$ cat src/rtl/vga_pkg.sv
// Shared VGA constants, pixel/coordinate types and the per-axis bounce rule
// used by the box renderer.
package vga_pkg;

    localparam int H_DISP  = 640;
    localparam int V_DISP  = 480;
    localparam int H_FRAME = 800;
    localparam int V_FRAME = 525;
    localparam int COORD_W = 11;

    typedef logic [11:0]        rgb12_t;
    typedef logic [COORD_W-1:0] coord_t;

    typedef struct packed {
        coord_t pos;
        logic   dir;    // 1 = increasing coordinate
    } axis_t;

    // One motion step on one axis; sums are one bit wider so they cannot wrap.
    function automatic axis_t axis_next(
        input axis_t              cur,
        input logic [COORD_W:0]   limit,
        input logic [COORD_W:0]   size,
        input logic [COORD_W:0]   step
    );
        axis_t            nxt;
        logic [COORD_W:0] far_edge;
        far_edge = {1'b0, cur.pos} + size + step;
        nxt      = cur;
        if (cur.dir) begin
            if (far_edge > limit) begin
                nxt.pos = COORD_W'(limit - size);
                nxt.dir = 1'b0;
            end else begin
                nxt.pos = COORD_W'({1'b0, cur.pos} + step);
                nxt.dir = 1'b1;
            end
        end else begin
            if ({1'b0, cur.pos} < step) begin
                nxt.pos = '0;
                nxt.dir = 1'b1;
            end else begin
                nxt.pos = COORD_W'({1'b0, cur.pos} - step);
                nxt.dir = 1'b0;
            end
        end
        return nxt;
    endfunction

endpackage

$ cat src/rtl/vga_box_renderer_if.sv
// Timing-controller-side inputs and VGA-pin outputs of the box renderer.
interface vga_box_renderer_if;
    import vga_pkg::*;

    logic       hsync_i;
    logic       vsync_i;
    logic       disp_active_i;
    coord_t     xcol_i;
    coord_t     yrow_i;
    logic       pause_i;
    logic [3:0] red_o;
    logic [3:0] green_o;
    logic [3:0] blue_o;
    logic       hsync_o;
    logic       vsync_o;
    logic       frame_tick_o;

    modport slave (
        input  hsync_i, vsync_i, disp_active_i, xcol_i, yrow_i, pause_i,
        output red_o, green_o, blue_o, hsync_o, vsync_o, frame_tick_o
    );

    modport master (
        output hsync_i, vsync_i, disp_active_i, xcol_i, yrow_i, pause_i,
        input  red_o, green_o, blue_o, hsync_o, vsync_o, frame_tick_o
    );
endinterface

$ cat src/rtl/vga_box_motion.sv
// Box position/direction state; moves once per frame at the update strobe,
// bouncing off the active-region edges.
module vga_box_motion #(
    parameter int H_DISP   = 640,
    parameter int V_DISP   = 480,
    parameter int BOX_SIZE = 32,
    parameter int STEP     = 2
) (
    input  logic            clk_i,
    input  logic            rst_ni,
    input  logic            i_update,
    input  logic            i_pause,
    output vga_pkg::coord_t o_box_x,
    output vga_pkg::coord_t o_box_y,
    output logic            o_frame_tick
);
    import vga_pkg::*;

    localparam logic [COORD_W:0] LIM_X  = 12'(H_DISP);
    localparam logic [COORD_W:0] LIM_Y  = 12'(V_DISP);
    localparam logic [COORD_W:0] SIZE_W = 12'(BOX_SIZE);
    localparam logic [COORD_W:0] STEP_W = 12'(STEP);

    axis_t r_ax_x;
    axis_t r_ax_y;
    axis_t w_nx_x;
    axis_t w_nx_y;
    logic  r_tick;

    // Candidate next position for both axes, evaluated independently
    always_comb begin
        w_nx_x = axis_next(r_ax_x, LIM_X, SIZE_W, STEP_W);
        w_nx_y = axis_next(r_ax_y, LIM_Y, SIZE_W, STEP_W);
    end

    // Position state; an update point during reset is simply lost
    always_ff @(posedge clk_i or negedge rst_ni) begin
        if (!rst_ni) begin
            r_ax_x <= '{pos: 11'd0, dir: 1'b1};
            r_ax_y <= '{pos: 11'd0, dir: 1'b1};
            r_tick <= 1'b0;
        end else begin
            r_tick <= i_update;
            if (i_update && !i_pause) begin
                r_ax_x <= w_nx_x;
                r_ax_y <= w_nx_y;
            end
        end
    end

    assign o_box_x      = r_ax_x.pos;
    assign o_box_y      = r_ax_y.pos;
    assign o_frame_tick = r_tick;

endmodule

$ cat src/rtl/vga_box_renderer.sv
// Two-stage pixel pipeline: box hit-test and checker phase, then colour
// select with blanking; syncs ride the same two stages.
module vga_box_renderer #(
    parameter int          H_DISP   = 640,
    parameter int          V_DISP   = 480,
    parameter int          BOX_SIZE = 32,
    parameter int          STEP     = 2,
    parameter logic [11:0] BOX_RGB  = 12'hF80,
    parameter logic [11:0] BG_A_RGB = 12'h222,
    parameter logic [11:0] BG_B_RGB = 12'h444
) (
    input  logic               clk_i,
    input  logic               rst_ni,
    vga_box_renderer_if.slave  bus
);
    import vga_pkg::*;

    coord_t w_box_x;
    coord_t w_box_y;
    logic   w_update;
    logic   w_frame_tick;
    logic   w_in_box;
    logic   w_checker;
    rgb12_t w_rgb;

    logic   r_s1_hsync;
    logic   r_s1_vsync;
    logic   r_s1_active;
    logic   r_s1_in_box;
    logic   r_s1_checker;
    rgb12_t r_rgb;
    logic   r_hsync;
    logic   r_vsync;

    // First column of the first vertical-blanking line
    assign w_update = (bus.xcol_i == 11'd0) && (bus.yrow_i == 11'(V_DISP));

    vga_box_motion #(
        .H_DISP   (H_DISP),
        .V_DISP   (V_DISP),
        .BOX_SIZE (BOX_SIZE),
        .STEP     (STEP)
    ) u_motion (
        .clk_i        (clk_i),
        .rst_ni       (rst_ni),
        .i_update     (w_update),
        .i_pause      (bus.pause_i),
        .o_box_x      (w_box_x),
        .o_box_y      (w_box_y),
        .o_frame_tick (w_frame_tick)
    );

    // Box hit-test and 32-pixel checker phase of the incoming pixel
    always_comb begin
        w_in_box  = ({1'b0, bus.xcol_i} >= {1'b0, w_box_x}) &&
                    ({1'b0, bus.xcol_i} <  ({1'b0, w_box_x} + 12'(BOX_SIZE))) &&
                    ({1'b0, bus.yrow_i} >= {1'b0, w_box_y}) &&
                    ({1'b0, bus.yrow_i} <  ({1'b0, w_box_y} + 12'(BOX_SIZE)));
        w_checker = bus.xcol_i[5] ^ bus.yrow_i[5];
    end

    // Stage 1 register
    always_ff @(posedge clk_i or negedge rst_ni) begin
        if (!rst_ni) begin
            r_s1_hsync   <= 1'b1;
            r_s1_vsync   <= 1'b1;
            r_s1_active  <= 1'b0;
            r_s1_in_box  <= 1'b0;
            r_s1_checker <= 1'b0;
        end else begin
            r_s1_hsync   <= bus.hsync_i;
            r_s1_vsync   <= bus.vsync_i;
            r_s1_active  <= bus.disp_active_i;
            r_s1_in_box  <= w_in_box;
            r_s1_checker <= w_checker;
        end
    end

    // Colour select; blanking has priority over everything
    always_comb begin
        w_rgb = 12'h000;
        if (!r_s1_active) begin
            w_rgb = 12'h000;
        end else if (r_s1_in_box) begin
            w_rgb = BOX_RGB;
        end else if (r_s1_checker) begin
            w_rgb = BG_B_RGB;
        end else begin
            w_rgb = BG_A_RGB;
        end
    end

    // Stage 2 register driving the pins
    always_ff @(posedge clk_i or negedge rst_ni) begin
        if (!rst_ni) begin
            r_rgb   <= 12'h000;
            r_hsync <= 1'b1;
            r_vsync <= 1'b1;
        end else begin
            r_rgb   <= w_rgb;
            r_hsync <= r_s1_hsync;
            r_vsync <= r_s1_vsync;
        end
    end

    assign bus.red_o        = r_rgb[11:8];
    assign bus.green_o      = r_rgb[7:4];
    assign bus.blue_o       = r_rgb[3:0];
    assign bus.hsync_o      = r_hsync;
    assign bus.vsync_o      = r_vsync;
    assign bus.frame_tick_o = w_frame_tick;

endmodule
$ cat src/flat_wrapper.sv
// flat-port wrapper written by rule: the top's interface ports become plain ports
module vga_box_renderer_flat import vga_pkg::*;
#(
    parameter int          H_DISP   = 640,
    parameter int          V_DISP   = 480,
    parameter int          BOX_SIZE = 32,
    parameter int          STEP     = 2,
    parameter logic [11:0] BOX_RGB  = 12'hF80,
    parameter logic [11:0] BG_A_RGB = 12'h222,
    parameter logic [11:0] BG_B_RGB = 12'h444
)
  (clk_i, rst_ni, bus_hsync_i, bus_vsync_i, bus_disp_active_i, bus_xcol_i, bus_yrow_i, bus_pause_i, bus_red_o, bus_green_o, bus_blue_o, bus_hsync_o, bus_vsync_o, bus_frame_tick_o);
  vga_box_renderer_if bus_i ();
  input  logic clk_i;
  input  logic rst_ni;
  input wire logic [$bits(bus_i.hsync_i)-1:0] bus_hsync_i;
  input wire logic [$bits(bus_i.vsync_i)-1:0] bus_vsync_i;
  input wire logic [$bits(bus_i.disp_active_i)-1:0] bus_disp_active_i;
  input wire logic [$bits(bus_i.xcol_i)-1:0] bus_xcol_i;
  input wire logic [$bits(bus_i.yrow_i)-1:0] bus_yrow_i;
  input wire logic [$bits(bus_i.pause_i)-1:0] bus_pause_i;
  output wire logic [$bits(bus_i.red_o)-1:0] bus_red_o;
  output wire logic [$bits(bus_i.green_o)-1:0] bus_green_o;
  output wire logic [$bits(bus_i.blue_o)-1:0] bus_blue_o;
  output wire logic [$bits(bus_i.hsync_o)-1:0] bus_hsync_o;
  output wire logic [$bits(bus_i.vsync_o)-1:0] bus_vsync_o;
  output wire logic [$bits(bus_i.frame_tick_o)-1:0] bus_frame_tick_o;
  assign bus_i.hsync_i = bus_hsync_i;
  assign bus_i.vsync_i = bus_vsync_i;
  assign bus_i.disp_active_i = bus_disp_active_i;
  assign bus_i.xcol_i = bus_xcol_i;
  assign bus_i.yrow_i = bus_yrow_i;
  assign bus_i.pause_i = bus_pause_i;
  assign bus_red_o = bus_i.red_o;
  assign bus_green_o = bus_i.green_o;
  assign bus_blue_o = bus_i.blue_o;
  assign bus_hsync_o = bus_i.hsync_o;
  assign bus_vsync_o = bus_i.vsync_o;
  assign bus_frame_tick_o = bus_i.frame_tick_o;
  vga_box_renderer #(.H_DISP(H_DISP), .V_DISP(V_DISP), .BOX_SIZE(BOX_SIZE), .STEP(STEP), .BOX_RGB(BOX_RGB), .BG_A_RGB(BG_A_RGB), .BG_B_RGB(BG_B_RGB)) u_core (.clk_i(clk_i), .rst_ni(rst_ni), .bus(bus_i));
endmodule
$ cat config.mk
export PLATFORM = sky130hd
export DESIGN_NAME = vga_box_renderer_flat
export DESIGN_NICKNAME = d
export VERILOG_FILES = /design/src/rtl/vga_pkg.sv /design/src/rtl/vga_box_renderer_if.sv /design/src/rtl/vga_box_motion.sv /design/src/rtl/vga_box_renderer.sv /design/src/flat_wrapper.sv
export SDC_FILE = /design/constraint.sdc
export NUM_CORES = 1
export LEC_CHECK = 0
export ABC_AREA = 1
export BUFFER_PORTS_ARGS = -buffer_cell sky130_fd_sc_hd__buf_2
export CORE_AREA = 2 2 87 89
export DETAILED_ROUTE_END_ITERATION = 16
export DIE_AREA = 0 0 89 91
export PLACE_DENSITY = 0.75
export SYNTH_ARGS = -nofsm -noshare
export SYNTH_HDL_FRONTEND = slang
export SYNTH_SLANG_ARGS = --single-unit
$ cat constraint.sdc
create_clock -name clk_i -period 2 [get_ports clk_i]
set_input_delay 0.1 -clock clk_i [delete_from_list [all_inputs] [get_ports clk_i]]
set_output_delay 0.1 -clock clk_i [all_outputs]
set_load 0.03 [all_outputs]
## Word level (Yosys, flattened, before mapping)

Index checks and enable logic that the tools add are counted.

- Bits in registers: 44
- Input bits: 28
- Word-level logic and storage cells: 47

- Add/subtract/negate cells: 8
- $lt $le $gt $ge: 8
- Equal/unequal tests: 1
- Muxes and demuxes: 9
- Bitwise gates (word level): 1
- Reduce and logical (&&, ||, !) cells: 7

Operators by type and width:

| kind | count |
|---|---|
| $mux 12 | 8 |
| $add 11x6->12 const B | 2 |
| $add 12x2->12 const B | 2 |
| $lt 11x12->1 | 2 |
| $add 11x2->11 const B | 2 |
| $ge 11x11->1 | 2 |
| $lt 11x2->1 const B | 2 |
| $sub 11x2->11 const B | 2 |
| $gt 12x10->1 const B | 1 |
| $gt 12x9->1 const B | 1 |
| $eq 11x9->1 const B | 1 |
| $logic_not 11->1 | 1 |
| $mux 11 | 1 |
| $logic_and 1x1->1 | 5 |
| $logic_not 1->1 | 1 |
| $xor 1x1->1 | 1 |

## Logic depth before layout (Yosys ltp)

Gate-level depths: netlist (run 1).

- Depth in word-level cells: 5
- Depth in mapped cells: 17

## By module

A second synthesis (run 1) with hierarchy kept.

- Cells, all modules: 587
- Area, all modules: 3952.5 µm²

Modules (own cells, without submodules):

| module | instances | cells each | area an instance (µm²) |
|---|---|---|---|
| vga_box_motion | 1 | 350 | 2319.7 |
| vga_box_renderer | 1 | 237 | 1632.8 |

## Least setup slack after synthesis (run 1)

Ideal clock, no wire load.

- Kind: register -> register
- From: reg u_core.u_motion.r_ax_x, in the netlist u_core.u_motion.o_box_x[6]
- To: reg u_core.r_s1_in_box
- Setup time: 0.114 ns
- Data arrival time: 1.850 ns
- Data required time: 1.886 ns
- Slack: 0.035 ns
- Stages on the path, launching flop included: 18
- Period minus slack after synthesis: 1.965 ns
- Cells stage by stage: dfrtp_1 ha_1 nand2_4 inv_2 nor2_4 inv_1 ha_1 nand2_1 nor3_1 nand2_1 nand2_1 nand2_1 nand2_1 nand3_1 nand2_1 nand2_1 nand2_1 nor2_1

- Cells in the longest elaborated chain, start to end: 5
- Elaborated cells between the ends (all ways): 6

Ends and longest elaborated chain:

| what | line | text |
|---|---|---|
| from (decl) | vga_box_motion.sv:24 | `axis_t r_ax_x;` |
| from (signal assigned) | vga_box_motion.sv:39 | `r_ax_x <= '{pos: 11'd0, dir: 1'b1};` |
| from (signal assigned) | vga_box_motion.sv:45 | `r_ax_x <= w_nx_x;` |
| $add 11x6->12 | vga_box_renderer.sv:56 | `({1'b0, bus.xcol_i} < ({1'b0, w_box_x} + 12'(BOX_SIZE))) &&` |
| $lt 11x12->1 | vga_box_renderer.sv:56 |  |
| $logic_and 1x1->1 (*) | vga_box_renderer.sv:55 | `w_in_box = ({1'b0, bus.xcol_i} >= {1'b0, w_box_x}) &&` |
| $logic_and 1x1->1 (*) | vga_box_renderer.sv:56 |  |
| $logic_and 1x1->1 (*) | vga_box_renderer.sv:57 | `({1'b0, bus.yrow_i} >= {1'b0, w_box_y}) &&` |
| via u_core.w_in_box | vga_box_renderer.sv:22 | `logic w_in_box;` |
| to (signal assigned) | vga_box_renderer.sv:74 | `r_s1_in_box <= w_in_box;` |
| to (decl) | vga_box_renderer.sv:29 | `logic r_s1_in_box;` |

The timed path passes the listed nets; every way through them passes the cells marked *.
A chain may end at the register's enable or synchronous reset.

## Final worst setup path (run 1)

Ends and elaborated chain as after synthesis.

==> out/metrics.csv, run 1 <==
metric,value,unit
nets,707,
dp_slack,-13.62,ps
power_switching,0.4451,mW
cts_tree,done,
die_y,91,um
tightest_slew,804.8,ps
antenna_found_initial,0,
rows,31,
power_leakage,2.342,nW
final_max_slew_viol_count,0,
power,1.624,mW
post-route-period-util,101.8,%
crit_path_start,u_core.u_motion.o_box_x[6],
worst_skew_pair.late_latency,300,ps
setup_viol,7,
ir_worst_vdd,0.0002142,V
drive_above_1_share,26.45,%
cap_violations,0,
grt_pass1_wl,18270,um
swShare,27.41,%
grt_usage,28.28,%
endpoint,u_core.r_s1_in_box,
reg2reg_depth,16,
pwr-share-clk,40.9,%
cts_inserted_buffers,5,
htree_levels,2,
final.setup.tns,-186.8,ps
ys_seq_area_share,23.30,%
fin_ws,-36.25,ps
drc,0,
syn-cell-area,3791,um2
ys_ff_latch,35,
synth_area_leaders,"dfrtp_1 (19%), ha_1 (14%), nand2_1 (12%)",
regToRegSetupSlack,-40,ps
worstPathMaxFanout,3,
grt_overflow,0,
synth.top_cell.area_share,19.14,%
hpwl,8479,um
pwr-share-seq,45.0,%
critPathRequiredTime,2190,ps
ys_async_sr_fraction,100.0,%
io_buffers,39,
ys.warnings.count,0,
status,finished with violations,
routed_via_density,5.438,
start_util,53.12,%
crit_arrival,2230,ps
pin_count,43,
clock-sinks,35,
place.gp.congestion,0.9623,
grt_pass1_vias,3931,
wl,11170,um
synth_largest_area_cell,dfrtp_1,
synthTopCellsByCount,"nand2_1 (126), nor2_1 (70), inv_1 (68)",
fmax,0.4911,GHz
die_w,89,um
die_area,8099,um2
slew_headroom,46.35,%
crit_path_start_kind,flip-flop,
cts.path.max_buffers,2,
fill_cells,652,
avgSynthCellArea,6.734,um2
grt_max_degree,36,
rr_endpoint,u_core.r_s1_in_box,
p_comb_share,14.0,%
multi_input_area,2671,um2
violations,negative setup slack,
coreArea,7137,um2
path_clk_slew,90,ps
area_growth,22.64,%
wire_per_inst,15.14,um
hold_ws,82.18,ps
hold_path_class,primary input to flip-flop,
ys.flop_type,dfrtp_1,
synth_edf_count,0,
firstDrtPassIters,5,
hold_viol,0,
cts_root_buf,clkbuf_8,
vias,4013,
finalWorstPathRequiredPeriod,2036,ps
critPathKind,flip-flop to flip-flop,
r2r-start,u_core.u_motion.o_box_x[6],
intPower,1.179,mW
power_density,349.3,nW/um2
ys_types,45,
ff_latch_area,889.6,um2
rsz0062_at_grt,yes,
synth_most_common_cell,nand2_1,
fin_skew,11.61,ps
worstSetupEndpointType,flip-flop,
syn_inst,563,
n_antenna_cell,0,
drt_iter0_drc,308,
detail-route-antenna-nets,0,
-- cells in the final DEF (no fill, tap or decap), types with 3 or more instances in the layout --
cell type	n
nor2_2	9
nand3_2	9
a21oi_1	42
o21ai_1	5
o21bai_1	3
buf_2	39
nor2_4	4
ha_4	5
o21ai_0	12
nand3_1	31
conb_1	3
dfrtp_2	5
inv_2	11
dlygate4sd3_1	4
dfrtp_1	24
nand4_1	18
dfstp_2	6
clkbuf_8	5
nand2_2	9
buf_6	3
inv_1	62
o21ai_2	3
nand2_1	119
xor2_1	16
nor2_1	66
nor4_1	4
buf_4	39
nand2_4	4
ha_1	34
nor3_1	11
-- final cells by class --
class	count	share of cell area [%]
multi-input combinational	435	57.45
sequential	35	19.13
timing repair buffer	85	12.08
inverter	76	6.243
tap	99	2.664
clock buffer	5	1.480
clock inverter	3	0.9419
-- cells by family after synthesis --
logic type | count (synthesis) | synth area share [%]
DFF | 35 | 23.30
AOI/OAI and AO/OA | 78 | 11.45
other | 1 | 0.09891
xor gates and xnor gates | 19 | 4.785
and+or+nand+nor | 294 | 35.74
adders and majority gates | 41 | 13.53
buffers and inverters | 95 | 11.09
-- worst max-delay path: stages, from the launching register on --
cell and delay (ps):
dfrtp_1 420, buf_6 130, inv_2 40, ha_4 260
inv_2 40, ha_1 320, nand2_4 70, nor3_4 150
nand2_1 70, nand2_1 60, nand2_1 40, nand2_1 50
nand3_1 60, nand2_1 70, nand2_1 50, nand2_1 60
nor2_1 30
-- routing by layer --
metal	wire [um]	track usage [%]	vias to the layer above
met3	827	5.455	33
met2	5399	45.90	160
met5	0	0	-
met4	253	9.577	0
met1	4692	37.26	1844
li1	-	-	1976
-- metrics by stage --
| step | cell area (um2) | util, % | cells |
|---|---|---|---|
| after floorplan | 3799 | - | 565 |
| after global placement | 4223 | 59.17 | 716 |
| after detailed placement | 4223 | 59.17 | 716 |
| after CTS | 4379 | 61.36 | 728 |
| after global routing | 4649 | 65.15 | 738 |
| final | 4649 | 65.15 | 738 |
-- state kept, by name, indices dropped and copies added, names as in the netlist --
signal and count:
u_core.u_motion.r_ax_y 1, u_core.r_s1_in_box 1, u_core.u_motion.o_frame_tick 1, u_core.u_motion.r_ax_x 1, u_core.u_motion.o_box_y 10, u_core.r_s1_vsync 1, u_core.r_s1_checker 1, u_core.bus.hsync_o 1
u_core.r_s1_active 1, u_core.bus.vsync_o 1, u_core.u_motion.o_box_x 10, u_core.r_s1_hsync 1, u_core.r_rgb 5
-- power groups by stage --
stage | clock (mW) | combinational [mW] | sequential (mW)
floorplan | 0 | 0.110 | 0.764
global placement | 0 | 0.205 | 0.744
detailed placement | 0 | 0.214 | 0.745
CTS | 0.678 | 0.221 | 0.731
global route | 0.699 | 0.257 | 0.733
finish | 0.665 | 0.228 | 0.731
-- worst min-delay path by stage --
stage                  start                   to  slack [ps]  depth (start not counted)
6_report       bus_xcol_i[5]  u_core.r_s1_checker          80                          2
3_3_place_gp     bus_hsync_i    u_core.r_s1_hsync         210                          1
4_1_cts        bus_xcol_i[5]  u_core.r_s1_checker          80                          2
2_1_floorplan         rst_ni     u_core.r_rgb[10]        -200                          0
3_5_place_dp     bus_hsync_i    u_core.r_s1_hsync         210                          1
5_1_grt        bus_xcol_i[5]  u_core.r_s1_checker          70                          2
-- timing repair --
| action | 4_1_cts | 5_1_grt |
|---|---|---|
| resized for setup | 2 | 50 |
| gates cloned | 0 | 0 |
| hold buffers | 4 | 0 |
| setup endpoints to repair | 4 | 22 |
| buffers inserted | 0 | 10 |
| pin swaps | 0 | 20 |
| hold endpoints to repair | 32 | 0 |
No activity file was read; power rests on OpenSTA's default activity.
==> inputs of run 2 (changes only) <==
--- a/config.mk
+++ b/config.mk
@@ -7,10 +7,10 @@
 export LEC_CHECK = 0
 export ABC_AREA = 1
 export BUFFER_PORTS_ARGS = -buffer_cell sky130_fd_sc_hd__buf_2
-export CORE_AREA = 2 2 87 89
+export CORE_AREA = 2 2 66 115
 export DETAILED_ROUTE_END_ITERATION = 16
-export DIE_AREA = 0 0 89 91
-export PLACE_DENSITY = 0.75
+export DIE_AREA = 0 0 68 117
+export PLACE_DENSITY = 0.73
 export SYNTH_ARGS = -nofsm -noshare
 export SYNTH_HDL_FRONTEND = slang
 export SYNTH_SLANG_ARGS = --single-unit
==> constraint.sdc (replaced) <==
create_clock -name clk_i -period 2.15 [get_ports clk_i]
set_input_delay 0.1075 -clock clk_i [delete_from_list [all_inputs] [get_ports clk_i]]
set_output_delay 0.1075 -clock clk_i [all_outputs]
set_load 0.03 [all_outputs]
==> out/metrics.csv, run 2 (synthesis results as in run 1) <==
metric,value,unit,change
grt_usage,27.74,%,-0.54 points
grt_pass1_vias,3688,,-6.2%
power_switching,0.4099,mW,-7.9%
fill_cells,662,,+1.5%
die_w,68,um,-24%
die_y,117,um,+29%
power_density,361.2,nW/um2,+3.4%
worstSetupEndpointType,flip-flop,,
intPower,1.177,mW,-0.12%
crit_arrival,2230,ps,about the same
firstDrtPassIters,5,,unchanged
cp_num_buf_inv,2,,-1
vias,3866,,-3.7%
power_leakage,2.240,nW,-4.3%
drive_above_1_share,19.71,%,-6.7 points
cts_root_buf,clkbuf_16,,
wire_per_inst,15.24,um,+0.68%
layout_common_cells,"nand2_1 (126), nor2_1 (70), inv_1 (68)",,
drc,0,,unchanged
tightest_slew,818.4,ps,+13.58 ps
critPathTopFamily,simple AND/OR/NAND/NOR gates,,
start_util,53.55,%,+0.43 points
cts_tree,done,,
path_clk_slew,60,ps,-30 ps
die_area,7956,um2,-1.8%
place.gp.congestion,0.9988,,+3.8%
slew_headroom,45.44,%,-0.91 points
finalWorstPathRequiredPeriod,2056,ps,+20.11 ps
hold_viol,0,,unchanged
nets,687,,-2.8%
slowest_delay,430,ps,about the same
cp_common_cell,nand2_1,,
cap_violations,0,,unchanged
grt_max_degree,36,,unchanged
ir_worst_vdd,0.0003400,V,+59%
coreArea,7079,um2,-0.81%
final_common_cell,nand2_1,,
worstPathCellList,"ha_4, nand2_4, inv_2, nor2_4, inv_1, ha_4, nand2_1, nor3_2, nand2_1, nand2_1, nand2_1, nand2_1, nand3_1, nand2_1, nand2_1, nand2_1, nor2_1",,
clock-sinks,35,,unchanged
hpwl,8449,um,-0.35%
fin_util,62.07,%,-3.1 points
setup_viol,0,,-7
cp_slowest_cell,dfrtp_1,,
antenna_found_initial,0,,unchanged
rows,41,,+32%
dp_slack,-46.80,ps,-33.18 ps
pwr-share-seq,42.9,%,-2.1 points
fin_skew,4.590,ps,-7.019 ps
drt_iter0_drc,256,,-17%
routed_via_density,5.484,,+0.85%
swShare,25.83,%,-1.6 points
fin_ws,93.63,ps,+129.9 ps
hold_path_class,primary input to flip-flop,,
crit_path_start_kind,flip-flop,,
critPathRequiredTime,2330,ps,+140 ps
critPathKind,flip-flop to flip-flop,,
wl,10750,um,-3.8%
final_max_slew_viol_count,0,,unchanged
fmax,0.4863,GHz,-0.98%
n_antenna_cell,0,,unchanged
detail-route-antenna-nets,0,,unchanged
post-route-period-util,95.64,%,-6.2 points
io_buffers,39,,unchanged
worst_skew_pair.late_latency,280,ps,-20 ps
cts_inserted_buffers,5,,unchanged
pin_count,43,,unchanged
p_comb_share,12.9,%,-1.1 points
htree_levels,2,,unchanged
cts.path.max_buffers,2,,unchanged
grt_overflow,0,,unchanged
grt_pass1_wl,16770,um,-8.2%
area_growth,15.91,%,
pwr-share-clk,44.1,%,+3.2 points
status,"finished, final reports clean",,
worstPathMaxFanout,4,,+1
==> run 2: cell count changes in the layout (fill, tap and decap cells not counted), moves of 5 or more <==
cell	previous run	this run
buf_4	39	20
nand2_1	119	126
inv_1	62	68
nand2_2	9	3
nand3_1	31	37
clkbuf_16	0	5
clkbuf_8	5	0
nand3_2	9	4
==> run 2: cell type report <==
cell class                 instances  area, um2  share of cell area, %
inverter                          76      285.3                  6.492
clock buffer                       6      128.9                  2.933
timing repair buffer              65      407.9                  9.282
multi-input combinational        435       2562                  58.31
tap                               86      107.6                  2.449
clock inverter                     2      12.51                 0.2847
sequential                        35      889.6                  20.24
==> run 2: worst paths after layout <==
path | to | slack [ps] | from | cells after the start
max reg2reg | u_core.r_s1_in_box | 90 | u_core.u_motion.o_box_x[5] | 17
max | u_core.r_s1_in_box | 90 | u_core.u_motion.o_box_x[5] | 17
min in group asynchronous | u_core.r_rgb[8] | 470 | rst_ni | 2
min | u_core.r_s1_checker | 140 | bus_xcol_i[5] | 2
min reg2reg | u_core.bus.vsync_o | 360 | u_core.r_s1_vsync | 0
max in group asynchronous | u_core.u_motion.o_box_x[1] | 1110 | rst_ni | 2
==> run 2: repair_timing <==
action / CTS / global route
buffers inserted: 0 / 5
pin swaps: 0 / 3
resized for setup: 1 / 16
hold endpoints to repair: 32 / 0
endpoints found under the setup margin: 1 / 5
hold buffers: 4 / 0
cloned: 0 / 0
==> run 2: power by group through the flow <==
stage | registers [mW] | clock network, mW | logic (mW)
after detailed placement | 0.693 | 0 | 0.198
after floorplan | 0.711 | 0 | 0.103
after global placement | 0.693 | 0 | 0.192
final | 0.681 | 0.701 | 0.205
after CTS | 0.682 | 0.712 | 0.204
after global routing | 0.683 | 0.737 | 0.233
==> run 2: per-stage QoR <==
stage	setup TNS, ps	power, mW	instance area, um2	instances	hold WS [ps]
finish	0	1.587	4394	705	139.6
global route	-84.22	1.653	4394	705	151.7
CTS	0	1.598	4278	700	157.4
detailed placement	-46.80	0.8910	4094	688	214.7
global placement	-40.79	0.8845	4094	688	212.1
floorplan	0	0.8131	3799	565	-188.1
==> run 2: layer usage <==
metal | track usage (%) | vias up | share of wire (%)
met5 | 0 | - | 0
met4 | 13.60 | 0 | 5.2
met3 | 2.868 | 40 | 2.9
met2 | 54.37 | 120 | 57
met1 | 27.42 | 1777 | 35
li1 | - | 1929 | -
==> inputs of run 3 (changes only) <==
==> constraint.sdc (replaced) <==
create_clock -name clk_i -period 2.1 [get_ports clk_i]
set_input_delay 0.105 -clock clk_i [delete_from_list [all_inputs] [get_ports clk_i]]
set_output_delay 0.105 -clock clk_i [all_outputs]
set_load 0.03 [all_outputs]
==> out/metrics.csv, run 3 (synthesis results as in run 1) <==
metric,value,unit,change
rsz0062_at_grt,yes,,
power,1.620,mW,+2.1%
cts.path.max_buffers,2,,unchanged
grt_overflow,0,,unchanged
routed_via_density,5.559,,+1.4%
tightest_slew,806.4,ps,-11.93 ps
clock-sinks,35,,unchanged
vias,3930,,+1.7%
final_max_slew_viol_count,0,,unchanged
rows,41,,unchanged
hold_viol,0,,unchanged
pin_count,43,,unchanged
hold_path_class,primary input to flip-flop,,
area_growth,17.56,%,
layout_common_cells,"nand2_1 (124), nor2_1 (69), inv_1 (66)",,
wl,11160,um,+3.8%
die_w,68,um,unchanged
coreArea,7079,um2,unchanged
antenna_found_initial,0,,unchanged
nets,689,,+0.29%
hpwl,8970,um,+6.2%
worstSetupEndpointType,flip-flop,,
crit_path_start,u_core.u_motion.o_box_x[5],,
cap_violations,0,,unchanged
place.gp.congestion,0.9659,,-3.3%
slew_headroom,46.24,%,+0.80 points
finalWorstPathRequiredPeriod,2020,ps,-36.09 ps
fin_skew,6.786,ps,+2.196 ps
wire_per_inst,15.78,um,+3.5%
drc,0,,unchanged
worst_skew_pair.late_latency,270,ps,about the same
final_common_cell,nand2_1,,
firstDrtPassIters,5,,unchanged
detail-route-antenna-nets,0,,unchanged
cp_slowest_cell,dfrtp_1,,
grt_pass1_wl,17250,um,+2.8%
grt_max_degree,36,,unchanged
drt_iter0_drc,246,,-3.9%
fin_util,62.96,%,+0.88 points
cts_root_buf,clkbuf_16,,
status,"finished, final reports clean",,
cts_inserted_buffers,5,,unchanged
setup_viol,0,,unchanged
worstPathCellList,"ha_4, nand2_4, inv_2, nor2_4, buf_4, nand3_1, nand2_1, nand2_1, nand2_2, nand2_4, nor2_4, nand3_2, a21oi_2",,
ir_worst_vdd,0.0004199,V,+23%
crit_path_start_kind,flip-flop,,
die_y,117,um,unchanged
cts_tree,done,,
r2r-start,u_core.u_motion.o_box_x[5],,
place_area,4131,um2,+0.92%
die_area,7956,um2,unchanged
critPathRequiredTime,2300,ps,-30 ps
fin_cells,707,,+0.28%
critPathKind,flip-flop to flip-flop,,
start_util,53.55,%,unchanged
fmax,0.4950,GHz,+1.8%
io_buffers,39,,unchanged
dp_slack,29.60,ps,+76.40 ps
crit_arrival,2220,ps,about the same
dp_cells,693,,+0.73%
min_from,bus_yrow_i[5],,
post-route-period-util,96.20,%,+0.56 points
n_antenna_cell,0,,unchanged
slowest_delay,410,ps,-20 ps
drive_above_1_share,22.06,%,+2.4 points
fin_area,4457,um2,+1.4%
grt_pass1_vias,3859,,+4.6%
grt_usage,28.78,%,+1.0 points
power_leakage,2.252,nW,+0.54%
worstPathMaxFanout,8,,+4
power_density,363.5,nW/um2,+0.64%
htree_levels,2,,unchanged
fin_ws,79.73,ps,-13.91 ps
path_clk_slew,60,ps,about the same
[run 3: final cells by class]
| type | instances | area [um2] |
|---|---|---|
| clock buffers | 5 | 125.1 |
| well taps | 86 | 107.6 |
| fillers | 675 | 2623 |
| multi-input cells | 435 | 2605 |
| inverters | 76 | 287.8 |
| clock inverters | 3 | 20.02 |
| flip-flops and latches | 35 | 888.4 |
| repair buffers | 67 | 422.9 |
[run 3: power by group]
part	switching [mW]	internal [mW]	leakage (nW)
sequential	0.00647	0.692	0.433
combinational	0.134	0.0764	1.75
clock	0.275	0.436	0.0658
[run 3: final timing paths]
| path | depth (start not counted) | slack, ps | to |
|---|---|---|---|
| worst max-delay path | 13 | 80 | u_core.u_motion.o_box_x[4] |
| worst min-delay path | 2 | 130 | u_core.r_s1_checker |
| worst max register to register | 13 | 80 | u_core.u_motion.o_box_x[4] |
| worst min register to register | 0 | 360 | u_core.bus.vsync_o |
| max in group asynchronous | 2 | 1070 | u_core.u_motion.o_box_y[6] |
| min in group asynchronous | 2 | 460 | u_core.r_rgb[8] |
[run 3: metrics by stage]
stage          setup TNS, ps  hold slack, ps
2_1_floorplan              0          -190.6
3_3_place_gp               0           209.2
3_5_place_dp               0           213.7
4_1_cts                    0           138.0
5_1_grt               -77.26           137.5
6_report                   0           133.3
[run 3: per-layer routing]
layer  vias up  track usage, %  share of wire, %
li1       1944               -                 -
met1      1824           26.84                35
met2       114           56.18                57
met3        48           2.772               2.2
met4         0           18.40               6.5
met5         -               0                 0
[run 3: critical path, delay by kind of cell (launching register included)]
kind	cells	cell delay, ps
AO/OA/AOI/OAI	1	140
adder cells (fa/ha/maj)	1	190
buffers and inverters	2	180
flip-flops	1	410
AND/OR/NAND/NOR	9	1030
[run 3: timing repair]
item	in CTS	in global routing
hold buffers	4	0
hold endpoints to repair	32	0
setup endpoints to repair	0	18
gates resized for setup	0	31
buffers inserted	0	2
